==> src/rtl/ib_lut_reconf_ctrl.sv <==
// ----------------------------------------------------------------------------
// ib_lut_reconf_ctrl
//
// Reload sequencer for the reconfigurable information-bottleneck LUT.
// The LUT holds RAM_DEPTH entries of QUAN_SIZE bits spread over BANK_NUM
// distributed RAM banks. The bank index is taken from the top address bits.
// A reload takes a stream of table entries over a valid/ready handshake and
// issues one bank write per accepted entry, in ascending address order.
// While the reload runs, lookups from the decoder datapath are blocked.
// Completion is reported with a one-cycle cfg_done pulse. Cancellation is
// reported with a one-cycle cfg_aborted pulse.
//
// Ports
//   sys_clk      in   clock, all state changes on the rising edge
//   rstn         in   synchronous active-low reset
//   cfg_start    in   request a full table reload (sampled in IDLE only)
//   cfg_abort    in   cancel an in-progress reload (LOAD / FLUSH only)
//   ld_data      in   next table entry
//   ld_valid     in   ld_data valid
//   ld_ready     out  entry accepted this cycle when ld_valid is high
//   wr_addr      out  registered bank write address
//   wr_data      out  registered bank write data
//   bank_we      out  registered one-hot bank write enable
//   lookup_en    in   datapath requests LUT access
//   lookup_gnt   out  datapath may use the LUT this cycle
//   lut_busy     out  reload in progress
//   cfg_done     out  one-cycle pulse, reload completed
//   cfg_aborted  out  one-cycle pulse, reload aborted
//
// state | meaning
// ------+-------------------------------------------------------------------
// IDLE  | no reload; the LUT is available to the datapath
// LOAD  | accepting entries, one bank write per accepted beat
// FLUSH | final write (last address) is on the bank outputs
// DONE  | cfg_done pulse; the LUT is released on the next edge
// ----------------------------------------------------------------------------
module ib_lut_reconf_ctrl #(
  parameter int QUAN_SIZE = 4,
  parameter int IB_ADDR   = 8,
  parameter int RAM_DEPTH = 256,
  parameter int BANK_NUM  = 8
) (
  input  logic                 sys_clk,
  input  logic                 rstn,
  input  logic                 cfg_start,
  input  logic                 cfg_abort,
  input  logic [QUAN_SIZE-1:0] ld_data,
  input  logic                 ld_valid,
  output logic                 ld_ready,
  output logic [IB_ADDR-1:0]   wr_addr,
  output logic [QUAN_SIZE-1:0] wr_data,
  output logic [BANK_NUM-1:0]  bank_we,
  input  logic                 lookup_en,
  output logic                 lookup_gnt,
  output logic                 lut_busy,
  output logic                 cfg_done,
  output logic                 cfg_aborted
);

  localparam int CNT_W  = IB_ADDR + 1;
  localparam int BANK_W = $clog2(BANK_NUM);
  localparam logic [CNT_W-1:0] CNT_LAST = CNT_W'(RAM_DEPTH - 1);

  typedef enum logic [1:0] {
    ST_IDLE  = 2'd0,
    ST_LOAD  = 2'd1,
    ST_FLUSH = 2'd2,
    ST_DONE  = 2'd3
  } state_t;

  state_t           state;
  logic [CNT_W-1:0] cnt;

  // Gating ready with cfg_abort keeps the handshake honest: no beat is
  // accepted in the abort cycle, so the source must not consider it taken.
  assign ld_ready = (state == ST_LOAD) & ~cfg_abort;

  // The reload wins a same-cycle tie with a lookup request.
  assign lookup_gnt = lookup_en & (state == ST_IDLE) & ~cfg_start;

  always_ff @(posedge sys_clk) begin
    if (!rstn) begin
      state       <= ST_IDLE;
      cnt         <= '0;
      wr_addr     <= '0;
      wr_data     <= '0;
      bank_we     <= '0;
      lut_busy    <= 1'b0;
      cfg_done    <= 1'b0;
      cfg_aborted <= 1'b0;
    end else begin
      // Write enables and status pulses last one cycle unless re-armed below.
      bank_we     <= '0;
      cfg_done    <= 1'b0;
      cfg_aborted <= 1'b0;

      case (state)
        ST_IDLE: begin
          if (cfg_start) begin
            state    <= ST_LOAD;
            cnt      <= '0;
            lut_busy <= 1'b1;
          end
        end

        ST_LOAD: begin
          if (cfg_abort) begin
            state       <= ST_IDLE;
            lut_busy    <= 1'b0;
            cfg_aborted <= 1'b1;
          end else if (ld_valid) begin
            wr_addr <= cnt[IB_ADDR-1:0];
            wr_data <= ld_data;
            bank_we <= BANK_NUM'(1) << cnt[IB_ADDR-1 -: BANK_W];
            cnt     <= cnt + CNT_W'(1);
            // The terminal beat leaves LOAD, so cnt never wraps.
            if (cnt == CNT_LAST) begin
              state <= ST_FLUSH;
            end
          end
        end

        ST_FLUSH: begin
          if (cfg_abort) begin
            state       <= ST_IDLE;
            lut_busy    <= 1'b0;
            cfg_aborted <= 1'b1;
          end else begin
            state    <= ST_DONE;
            cfg_done <= 1'b1;
          end
        end

        ST_DONE: begin
          state    <= ST_IDLE;
          lut_busy <= 1'b0;
        end

        default: begin
          state    <= ST_IDLE;
          lut_busy <= 1'b0;
        end
      endcase
    end
  end

endmodule
==> config.mk <==
export PLATFORM = sky130hd
export DESIGN_NAME = ib_lut_reconf_ctrl
export DESIGN_NICKNAME = d
export VERILOG_FILES = /design/src/rtl/ib_lut_reconf_ctrl.sv
export SDC_FILE = /design/constraint.sdc
export NUM_CORES = 1
export LEC_CHECK = 0
export ABC_AREA = 1
export CORE_UTILIZATION = 60
export DETAILED_ROUTE_END_ITERATION = 6
export DONT_BUFFER_PORTS = 1
export PLACE_DENSITY = 0.76
export SETUP_SLACK_MARGIN = 0.15
export SYNTH_ARGS = -nofsm -noshare
export SYNTH_HDL_FRONTEND = slang
export SYNTH_SLANG_ARGS = --single-unit
==> constraint.sdc <==
create_clock -name sys_clk -period 5.1 [get_ports sys_clk]
set_input_delay 0.765 -clock sys_clk [delete_from_list [all_inputs] [get_ports sys_clk]]
set_output_delay 0.765 -clock sys_clk [all_outputs]
set_load 0.02 [all_outputs]
==> results.txt <==
The number of placement rows is 17. The worst-path maximum fanout is 6. The number of levels in the clock H-tree is 2. The worst setup path is launched from a flop. The clock transition at the register clock pins on the worst setup and hold paths after CTS is 0.11 ns. Compared with the post-synthesis result, the final layout area differs by 8.17%.

For met1 alone, demand over resource in global routing was 28.4%. The reported max-cap violation count came out at 0. After global routing, the most crowded layer is met2. The post-layout net count came out at 208. The total count of hold-check failures in the final report came out at 0. Measured along the y axis, the die boundary spans 50.7 um.

The overall power consumption came out at 726 uW. The worst-case vdd ir drop came out at 0.000294 V. The number of design rule violations left after detail routing came out at 0. The top-level port count is 35.

The global routing usage on met3 came out at 7.58%. The clock passes through at most 2 buffers. In this run, distinct cell masters in the synthesized netlist total 21.

The static leakage is 0.000663 uW. The post-synthesis instance total is 190. The fraction of layout instances using a drive strength above 1 came out at 8.81%. The total global routing overflow is 0. Summed over all failing endpoints, the final setup total negative slack is 0 ns. The TritonCTS buffer count came out at 5. In this run, post-CTS hold repair placed 0 buffers. Summed over all instances, the cell type with the most area after synthesis is sky130_fd_sc_hd__dfxtp_1. The count of antenna diodes in the layout is 0. The sequential element share of the synthesized area came out at 47.8%. The flow ran to the end, and the final reports show no timing, DRC or antenna violations.

Entering global routing, the biggest net connects 21 pins. For the worst setup path, the data arrival time is 1.53 ns. The worst setup path is captured at a primary output.

Once the clock tree was built, the setup fixing pass inserted 0 buffers. The HPWL after detailed placement is 1.93 mm. The number of port buffers is 0. The number of global-route vias before repair is 1,108.

In this run, post-CTS repair resized a total of 0 instances. The die covers 2570 um^2. The global-route wire length before repair came out at 4.65 mm. The starting density of the core is 63.8%. After synthesis, the cell types taking the most area are sky130_fd_sc_hd__dfxtp_1 48%, sky130_fd_sc_hd__nor2_1 9.0%, sky130_fd_sc_hd__nand2_1 8.7%. The global routing usage summed across all routing layers came out at 24.3%. The final critical path time including I/O delays and setup came out at 2.29 ns. The clock net in this run drives a total of 34 sinks. During synthesis, Yosys emitted a total of 0 warnings.

The maximum clock frequency came out at 0.436 GHz. Walking the worst path, the cells encountered are inv_1 > ha_1 > inv_2 > nor2_1. The number of optimization iterations in the first detailed-route pass is 4.

The class of the most critical hold timing path is flop to flop. The average footprint of a synthesized cell is 7.49 um^2. Setup repair after global routing left no endpoint under its margin. After the first detailed-routing iteration, the DRC count stood at 27. The clock latency on the worst-skew pair came out at 0.33 ns. The synthesized area came out at 1420 um^2. In this run, synthesis produced a sequential element count of 34. The path type of the worst setup path is flop to primary output. The root buffer cell is sky130_fd_sc_hd__clkbuf_4. TritonCTS built the clock tree. In this run the power density over the cells is 471 nW/um^2. Across all layers, the routed design uses 1,179 vias. The die is 50.7 um wide. The largest clock skew in the final design came out at 0.00966 ns.

The area share of the largest cell type after synthesis is 47.8%. The via density per instance is 5.33. The actual transition at the worst max-transition pin is 0.459 ns. At the worst endpoint, the required time is 4.34 ns. The last weighted congestion value of the routability-driven placer is 0.886.

After detailed routing, the total wire length is 2.69 mm. The antenna violation net count after detailed routing is 0. The initial antenna violation count was 0.

The area inside the core boundary is 2230 um^2. The final cycle utilization of the critical path came out at 44.9%. The average wire per cell in the routed design is 12.2 um.

Counting both buffers and inverters, the worst setup path holds a total of 2. The final count of pins violating max slew was 0. The total setup violations reported at the end of the flow is 0.

The slowest stage of the critical path belongs to the cell sky130_fd_sc_hd__nor2_1. The number of nets handed over by synthesis was 206. The global routing usage on met2 came out at 39.3%.

The headroom to the max-slew limit came out at 69.4%. The longest individual stage delay on the worst path came out at 0.35 ns. On the critical path the largest part of the delay comes from simple AND/OR/NAND/NOR gates.
logic make-up (layout without fill, tap and decap cells):
| kind of cell | count (synthesis) | in the layout | synth area share, % |
|---|---|---|---|
| compound gates | 32 | 32 | 11.5 |
| fa+ha+maj | 6 | 6 | 5.27 |
| buf+inv | 28 | 31 | 8.44 |
| flops | 34 | 34 | 47.8 |
| simple gates | 90 | 90 | 27.0 |
report_power, final:
part           switching (uW)  internal (uW)  total, uW  leakage (uW)
Clock                    91.2            166        257     0.0000585
Combinational             103           43.9        147      0.000328
Sequential               33.2            289        322      0.000276
metal layers:
metal,wire (um),vias to the layer above
met3,113,9
met4,71,0
met2,1310,35
met1,1200,524
li1,-,611
met5,0,-
synthesized netlist by cell type:
library cell               number
sky130_fd_sc_hd__o21ai_0       19
sky130_fd_sc_hd__nand3_1        7
sky130_fd_sc_hd__nand2_2        3
sky130_fd_sc_hd__nor2_1        34
sky130_fd_sc_hd__o21ai_1        1
sky130_fd_sc_hd__buf_2          3
sky130_fd_sc_hd__a21oi_2        1
sky130_fd_sc_hd__nand4_1        1
sky130_fd_sc_hd__buf_4          1
sky130_fd_sc_hd__inv_1         21
sky130_fd_sc_hd__nor3_1         9
sky130_fd_sc_hd__nand3b_2       1
sky130_fd_sc_hd__buf_6          1
sky130_fd_sc_hd__nor2_2         1
sky130_fd_sc_hd__dfxtp_1       34
sky130_fd_sc_hd__inv_2          1
sky130_fd_sc_hd__nand2_1       33
sky130_fd_sc_hd__clkbuf_1       1
sky130_fd_sc_hd__a21oi_1       11
sky130_fd_sc_hd__nand3_2        1
sky130_fd_sc_hd__ha_1           6
state kept, by name, summed over array words and instances (netlist names):
register	flops
bank_we	8
cfg_aborted	1
cfg_done	1
cnt	9
lut_busy	1
state	2
wr_addr	8
wr_data	4
tightest hold or removal path, delay by kind of cell, from the launching register on:
| kind | cells | cell delay [ns] |
|---|---|---|
| flops | 1 | 0.33 |
| simple gates | 1 | 0.06 |
| compound gates | 1 | 0.05 |
cell usage in the layout, fill, tap and decap left out, types with 2 or more instances in the layout:
cell | synthesis | final
sky130_fd_sc_hd__a21oi_1 | 11 | 11
sky130_fd_sc_hd__bufinv_16 | 0 | 2
sky130_fd_sc_hd__clkbuf_4 | 0 | 5
sky130_fd_sc_hd__dfxtp_1 | 34 | 34
sky130_fd_sc_hd__ha_1 | 6 | 6
sky130_fd_sc_hd__inv_1 | 21 | 21
sky130_fd_sc_hd__nand2_1 | 33 | 33
sky130_fd_sc_hd__nand2_2 | 3 | 3
sky130_fd_sc_hd__nand3_1 | 7 | 7
sky130_fd_sc_hd__nor2_1 | 34 | 34
sky130_fd_sc_hd__nor3_1 | 9 | 9
sky130_fd_sc_hd__o21ai_0 | 19 | 19
area by class of cell:
type	count	area, um^2
Clock buffer	6	51.3
Clock inverter	2	60.1
Fill cell	199	693
Inverter	22	82.6
Multi-Input combinational cell	128	623
Sequential cell	34	681
Tap cell	28	35.0
Timing Repair Buffer	1	7.51
stage by stage:
stage | cells | worst slack [ns] | utilization (%) | instance area [um^2] | hold WS, ns
4_1_cts | 221 | 2.80 | 69.0 | 1540 | 0.477
5_1_grt | 221 | 2.69 | 69.0 | 1540 | 0.519
3_5_place_dp | 213 | 3.18 | 64.0 | 1430 | 0.460
6_report | 221 | 2.81 | 69.0 | 1540 | 0.475
3_3_place_gp | 213 | 3.22 | 64.0 | 1430 | 0.450
2_1_floorplan | 190 | 3.25 | - | 1420 | 0.440
worst paths after layout:
path | startpoint | endpoint | slack, ns | cells past startpoint
setup / recovery | state[1] | ld_ready | 2.81 | 4
hold / removal | cnt[8] | cnt[8] | 0.47 | 2
setup reg to reg | cnt[0] | state[1] | 3.17 | 11
hold reg to reg | cnt[8] | cnt[8] | 0.47 | 2
(Power assumes the default switching activity.)
